$ cat src/rtl/micro_alpha_veryl_seq_shifter.sv
// Multi-cycle shift/rotate unit: moves up to STEP bits per clock on a WIDTH-bit word.
// Latency: out_valid 1+ceil(amount/STEP) cycles after accept; NOP/SWAP/amount 0 take 1 cycle.
// Backpressure: result held stable in DONE until out_ready; a new request may load on the same edge.
// Optional: define MICRO_ALPHA_VERYL_SEQ_SHIFTER_OVERFLOW_EN to build the sticky SLA overflow flag.
module micro_alpha_veryl_seq_shifter #(
    parameter int WIDTH = 16,
    parameter int STEP  = 1
) (
    input  logic                       clk,
    input  logic                       rst,
    input  logic                       in_valid,
    output logic                       in_ready,
    input  logic [2:0]                 in_op,
    input  logic [WIDTH-1:0]           in_data,
    input  logic [$clog2(WIDTH)-1:0]   in_amount,
    input  logic                       in_cin,
    output logic                       out_valid,
    input  logic                       out_ready,
    output logic [WIDTH-1:0]           out_data,
    output logic                       out_cout,
    output logic                       out_overflow
);

    localparam int AW  = $clog2(WIDTH);
    localparam int AW1 = AW + 1;
    // One extra bit so that STEP == WIDTH is representable.
    localparam logic [AW:0] STEP_L = AW1'(STEP);

    localparam logic [2:0] OP_NOP  = 3'd0;
    localparam logic [2:0] OP_SLL  = 3'd1;
    localparam logic [2:0] OP_SRL  = 3'd2;
    localparam logic [2:0] OP_SLA  = 3'd3;
    localparam logic [2:0] OP_SRA  = 3'd4;
    localparam logic [2:0] OP_ROL  = 3'd5;
    localparam logic [2:0] OP_ROR  = 3'd6;
    localparam logic [2:0] OP_SWAP = 3'd7;

    typedef enum logic [1:0] {
        S_IDLE  = 2'd0,
        S_SHIFT = 2'd1,
        S_DONE  = 2'd2
    } state_t;

    state_t            state_q, state_d;
    logic [2:0]        op_q, op_d;
    logic [WIDTH-1:0]  data_q, data_d;
    logic              cin_q, cin_d;
    logic [AW-1:0]     rem_q, rem_d;
    logic              cout_q, cout_d;

    logic [AW:0]       k;
    logic [WIDTH-1:0]  sh_dat;
    logic              sh_cout;
    logic              accept;

`ifdef MICRO_ALPHA_VERYL_SEQ_SHIFTER_OVERFLOW_EN
    logic              ovf_q, ovf_d;
    logic              sh_ovf;
`endif

    // Handshake outputs decoded straight from the state register.
    always_comb begin
        out_valid = (state_q == S_DONE);
        in_ready  = (state_q == S_IDLE) || ((state_q == S_DONE) && out_ready);
        accept    = in_valid && in_ready;
        out_data  = data_q;
        out_cout  = cout_q;
    end

`ifdef MICRO_ALPHA_VERYL_SEQ_SHIFTER_OVERFLOW_EN
    assign out_overflow = ovf_q;
`else
    assign out_overflow = 1'b0;
`endif

    // One SHIFT step: k = min(STEP, remaining) single-bit moves chained combinationally,
    // so cout naturally ends up as the last bit pushed out in this step.
    always_comb begin
        k       = ({1'b0, rem_q} > STEP_L) ? STEP_L : {1'b0, rem_q};
        sh_dat  = data_q;
        sh_cout = cout_q;
`ifdef MICRO_ALPHA_VERYL_SEQ_SHIFTER_OVERFLOW_EN
        sh_ovf  = ovf_q;
`endif
        for (int i = 0; i < STEP; i++) begin
            if (AW1'(i) < k) begin
`ifdef MICRO_ALPHA_VERYL_SEQ_SHIFTER_OVERFLOW_EN
                // MSB after a left move is the current bit WIDTH-2.
                if ((op_q == OP_SLA) && (sh_dat[WIDTH-1] != sh_dat[WIDTH-2])) begin
                    sh_ovf = 1'b1;
                end
`endif
                case (op_q)
                    OP_SLL, OP_SLA: begin
                        sh_cout = sh_dat[WIDTH-1];
                        sh_dat  = {sh_dat[WIDTH-2:0], cin_q};
                    end
                    OP_SRL: begin
                        sh_cout = sh_dat[0];
                        sh_dat  = {cin_q, sh_dat[WIDTH-1:1]};
                    end
                    OP_SRA: begin
                        sh_cout = sh_dat[0];
                        sh_dat  = {sh_dat[WIDTH-1], sh_dat[WIDTH-1:1]};
                    end
                    OP_ROL: begin
                        sh_cout = sh_dat[WIDTH-1];
                        sh_dat  = {sh_dat[WIDTH-2:0], sh_dat[WIDTH-1]};
                    end
                    OP_ROR: begin
                        sh_cout = sh_dat[0];
                        sh_dat  = {sh_dat[0], sh_dat[WIDTH-1:1]};
                    end
                    default: begin
                    end
                endcase
            end
        end
    end

    // Next-state: advance the current operation, then let an accept override everything
    // so a request can load directly out of DONE without an IDLE bubble.
    always_comb begin
        state_d = state_q;
        op_d    = op_q;
        data_d  = data_q;
        cin_d   = cin_q;
        rem_d   = rem_q;
        cout_d  = cout_q;
`ifdef MICRO_ALPHA_VERYL_SEQ_SHIFTER_OVERFLOW_EN
        ovf_d   = ovf_q;
`endif
        case (state_q)
            S_SHIFT: begin
                data_d = sh_dat;
                cout_d = sh_cout;
`ifdef MICRO_ALPHA_VERYL_SEQ_SHIFTER_OVERFLOW_EN
                ovf_d  = sh_ovf;
`endif
                rem_d  = rem_q - k[AW-1:0];
                if (rem_q == k[AW-1:0]) begin
                    state_d = S_DONE;
                end
            end
            S_DONE: begin
                if (out_ready) begin
                    state_d = S_IDLE;
                end
            end
            default: begin
            end
        endcase

        if (accept) begin
            op_d   = in_op;
            data_d = in_data;
            cin_d  = in_cin;
            rem_d  = in_amount;
            cout_d = 1'b0;
`ifdef MICRO_ALPHA_VERYL_SEQ_SHIFTER_OVERFLOW_EN
            ovf_d  = 1'b0;
`endif
            if ((in_op == OP_NOP) || (in_op == OP_SWAP) || (in_amount == '0)) begin
                state_d = S_DONE;
                if (in_op == OP_SWAP) begin
                    data_d = {in_data[WIDTH/2-1:0], in_data[WIDTH-1:WIDTH/2]};
                end
            end else begin
                state_d = S_SHIFT;
            end
        end
    end

    // State and datapath registers; reset abandons any in-flight operation.
    always_ff @(posedge clk) begin
        if (rst) begin
            state_q <= S_IDLE;
            op_q    <= OP_NOP;
            data_q  <= '0;
            cin_q   <= 1'b0;
            rem_q   <= '0;
            cout_q  <= 1'b0;
`ifdef MICRO_ALPHA_VERYL_SEQ_SHIFTER_OVERFLOW_EN
            ovf_q   <= 1'b0;
`endif
        end else begin
            state_q <= state_d;
            op_q    <= op_d;
            data_q  <= data_d;
            cin_q   <= cin_d;
            rem_q   <= rem_d;
            cout_q  <= cout_d;
`ifdef MICRO_ALPHA_VERYL_SEQ_SHIFTER_OVERFLOW_EN
            ovf_q   <= ovf_d;
`endif
        end
    end

endmodule

$ cat config.mk
export PLATFORM = sky130hd
export DESIGN_NAME = micro_alpha_veryl_seq_shifter
export DESIGN_NICKNAME = d
export VERILOG_FILES = /design/src/rtl/micro_alpha_veryl_seq_shifter.sv
export SDC_FILE = /design/constraint.sdc
export NUM_CORES = 1
export LEC_CHECK = 0
export ABC_AREA = 1
export BUFFER_PORTS_ARGS = -buffer_cell sky130_fd_sc_hd__buf_2
export CORE_MARGIN = 2
export CORE_UTILIZATION = 45
export DETAILED_ROUTE_END_ITERATION = 7
export GPL_TIMING_DRIVEN = 0
export HOLD_SLACK_MARGIN = 0.12
export PLACE_DENSITY = 0.69
export SLEW_MARGIN = 20
export SYNTH_ARGS = -nofsm -noshare
export SYNTH_HDL_FRONTEND = slang
export SYNTH_SLANG_ARGS = --single-unit
$ cat constraint.sdc
create_clock -name clk -period 2.51 [get_ports clk]
set_input_delay 0.6275 -clock clk [delete_from_list [all_inputs] [get_ports clk]]
set_output_delay 0.6275 -clock clk [all_outputs]
set_load 0.01 [all_outputs]
* Word level (Yosys, flattened, before mapping)
Index checks and enable logic that the tools add are counted.
** Word-level totals
- Flip-flop bits (word level) :: 27
** Cells by class
- Add/subtract/negate cells :: 1
- Magnitude comparators :: 2
- Eq/ne operators :: 13
- Muxes and demuxes :: 15
- Reduce and logical (&&, ||, !) cells :: 22
** Operators with widths (number)
- two-way mux 16 bit :: 5
- one-hot mux 16 bit (5 select lines) :: 1
- == test 3 bit (second input constant) :: 4
- two-way mux 4 bit :: 3
- AND reduction 3 bit :: 3
- two-way mux 2 bit :: 4
- == test 3 x 2 -> 1 bit (second input constant) :: 2
- nonzero test 2 bit :: 3
- nonzero test 6 bit :: 1
- OR reduction 3 bit :: 2
- nonzero test 5 bit :: 1
- == test 4 bit :: 1
- greater-than comparator 4 x 1 -> 1 bit (second input constant) :: 1
- zero test 4 bit :: 1
- less-than comparator 1 x 4 -> 1 bit (first input constant) :: 1
- one-hot mux 2 bit (2 select lines) :: 1
- AND reduction 4 bit :: 1
- OR reduction 2 bit :: 2
- subtractor 4 bit :: 1
- == test 3 x 1 -> 1 bit (second input constant) :: 1
- zero test 3 bit :: 1
- logical OR 1 bit :: 3
- inequality test 3 x 1 -> 1 bit (second input constant) :: 1
- inequality test 3 bit (second input constant) :: 1
- 7 further kinds :: 8

* Depth between registers and ports, before layout
- Word-level depth :: 6
- Gate-level depth with buffers :: 10
- Mapped depth without buffers :: 10

* Worst setup path after synthesis
OpenSTA, ideal clock, no wires.
- Kind :: input-to-output
- From :: input out_ready
- To :: output in_ready
- Arrival :: 811 ps
- Path slack :: 1071 ps
- Stages :: 2
- Buffers on the path :: 0
- Path through :: nor2_1 nor2_1
** On the way
- Cells in the longest elaborated chain, start to end :: 2
** RTL lines
- start: declaration :: line 18 : input logic out_ready,
- logical AND 1 bit :: line 64 : in_ready = (state_q == S_IDLE) || ((state_q == S_DONE) && out_ready);
- logical OR 1 bit :: line 64
- end: declaration :: line 12 : output logic in_ready,
No other way between the ends.

* Final worst setup path
- From :: register state_q[0]
- To :: output out_valid
** On the way
- Cells in the longest elaborated chain, start to end :: 1
** RTL lines
- start: declaration :: line 44 : state_t state_q, state_d;
- start signal: assignment :: line 187 : state_q <= state_d;
- == test 2 bit :: line 63 : out_valid = (state_q == S_DONE);
- end: declaration :: line 17 : output logic out_valid,
No other way between the ends.

==> flow_summary.ini <==
[detailed_routing]
wl_um = 5240
wl_per_cell_um = 11.9
avgViaCountPerCell = 5.04
post-route-drc-count = 0
firstDrtPassIters = 7
ant_nets = 0
vias = 2219
drt_iter0_drc = 193

[setup_path]
cp_slowest_cell = dfxtp_1
crit_fanout = 4
max_stage_delay_ns = 0.38
path_class = register to primary output
r2r_cells = 10
cp.depth = 4
arrival_ns = 1.04
cp_top_family = flip-flops
start_kind = register
rrSetupSlack_ns = 1.11
worstPathCellList = inv_2, nand2_1, inv_1, buf_2
crit_path_end_kind = primary output
worst-path-buf-inv = 3
crit_required_ns = 1.88

[floorplan]
num_rows = 24
start_util_pct = 45.9
die_w_um = 70.2
core_um2 = 4290
die_h_um = 70.2
pin_count = 48
die_area_um2 = 4930

[clock_tree]
cts_resized = 0
cts.sinks = 27
cts-htree-levels = 1
post-cts-setup-buffers = 0
cts_inserted_buffers = 3
clkLatencyLatePin_ns = 0.28
cts_tree = yes
cts.path.max_buffers = 2
cts_hold_buf = 0
path_clk_slew_ns = 0.10
root_buffer = clkbuf_8

[run]
cap_violations = 0

[logic_synthesis]
synthesis.area_um2 = 1970
ys_seq_elements = 27
yosysUniqueCellTypes = 26
synth_edf_count = 0
synth_ff_type = dfxtp_1
postSynth.asyncResetShare_pct = 0
syn_area_per_cell_um2 = 5.84
syn_inst = 338
ys_warn_count = 0
yosysSeqAreaShare_pct = 27.4
postSynthNetCount = 367

[finish]
layout_common_cells = 119 x nand2_1, 51 x buf_2, 42 x nor2_1
final_layout_size_suffix_gt1_share_pct = 20.6
mostFrequentLayoutCell = nand2_1
layout.nets = 418
n_antenna_cell = 0
area_delta_synth_final_pct = 17.2

[grt]
grt.overflow.total = 0
grt_pass1_wl_um = 9250
grt_pass1_vias = 1981
grt_max_degree = 15
antenna_found_initial = 0
track_usage_pct = 23.0

[power_and_ir_drop]
clockPowerShare_pct = 16.3
seqPwrFrac_pct = 34.9
internal_power_uw = 919
ir_worst_vdd_mv = 0.322
power_leakage_nw = 1.32
power_density_nw_per_um2 = 688
power.net_switching_uw = 672
pwr-share-comb_pct = 48.8
p_total_mw = 1.59
switching_share_pct = 42.2

[sta]
fin_crit_sh_pct = 66.6
timing.final.max_slew_violations = 0
tns_ns = 0
finalSetupViolations = 0
rsz0062_at_grt = false
fin_ws_ns = 0.838
skew_ns = 0.00833
fmax_ghz = 0.598
post-route-min-period_ns = 1.67
hold_viol_final = 0

[placement]
post-dp-hpwl_um = 4060
port_buffers = 46
place_congestion = 0.855
place_ws_ns = 0.754

[run_status]
status = completed

[worst_hold_path]
min_path_type = register to register
holdPathStages = 2
[registers in the layout, summed over array words and instances (netlist names)]
register	cells
cin_q	1
state_q	2
rem_q	4
op_q	3
out_data	16
out_cout	1
[final timing paths]
kind / startpoint / end
min: rem_q[0] / rem_q[0]
max: state_q[0] / out_valid
min reg2reg: rem_q[0] / rem_q[0]
max reg2reg: rem_q[2] / state_q[1]
[synth_stat cells (2+ instances only)]
cell      count  area [um^2]
buf_6         6         67.6
buf_2         5         25.0
nand2_1     119          447
inv_1        39          146
nor2_1       42          158
a21oi_1       5         25.0
nand2_4       2         22.5
inv_2         4         15.0
o211ai_1      8         60.1
o21ai_0      15         75.1
o22ai_1       3         18.8
nand2_2       6         37.5
nand4_1       2         12.5
buf_4         5         37.5
o21ai_1       3         15.0
nand3_1      38          190
dfxtp_1      27          541
[tightest hold or removal path, delay by kind of cell (launching register included)]
| kind | cells | cell delay (ns) |
|---|---|---|
| simple gates | 1 | 0.06 |
| flops | 1 | 0.32 |
| compound gates | 1 | 0.05 |
[final cells by class]
| type | instances | area (um^2) |
|---|---|---|
| tap | 52 | 65.1 |
| multi-input combinational | 252 | 1140 |
| inverter | 43 | 161 |
| buffer | 16 | 130 |
| clock buffer | 4 | 45.0 |
| sequential | 27 | 541 |
| fill | 474 | 1980 |
| timing repair buffer | 46 | 230 |
[power groups by stage]
| stage | clock [mW] | sequential, mW | combinational, mW |
|---|---|---|---|
| finish | 0.259 | 0.555 | 0.777 |
| CTS | 0.264 | 0.556 | 0.774 |
| detailed placement | 0 | 0.565 | 0.770 |
| global route | 0.286 | 0.567 | 0.891 |
| floorplan | 0 | 0.585 | 0.545 |
| global placement | 0 | 0.564 | 0.762 |
[metrics by stage]
step / utilization [%] / hold WS (ns) / std cells / instance area (um^2)
global placement: 52.8 / 0.453 / 436 / 2270
detailed placement: 52.8 / 0.462 / 436 / 2270
global route: 53.9 / 0.515 / 440 / 2310
floorplan: - / 0.437 / 338 / 1970
finish: 53.9 / 0.473 / 440 / 2310
CTS: 53.9 / 0.477 / 440 / 2310
[layer usage]
layer | part of all wire [%] | wire length, um | GRT usage [%] | vias up
met3 | 5.5 | 290 | 2.89 | 11
met1 | 47 | 2480 | 31.3 | 968
met5 | 0 | 0 | 0 | -
li1 | - | - | - | 1162
met4 | 1.5 | 78 | 6.84 | 0
met2 | 46 | 2390 | 38.1 | 78
[kinds of logic (layout without fill, tap and decap cells)]
kind of cell | Yosys count | after routing | synth area share [%]
AOI/OAI and AO/OA | 35 | 35 | 10.1
xor gates and xnor gates | 1 | 1 | 0.444
adders and majority gates | 1 | 1 | 0.634
buffers and inverters | 59 | 109 | 14.8
DFF | 27 | 27 | 27.4
other | 1 | 1 | 0.190
and+or+nand+nor | 214 | 214 | 46.4
Power figures use the tool's default switching activity.
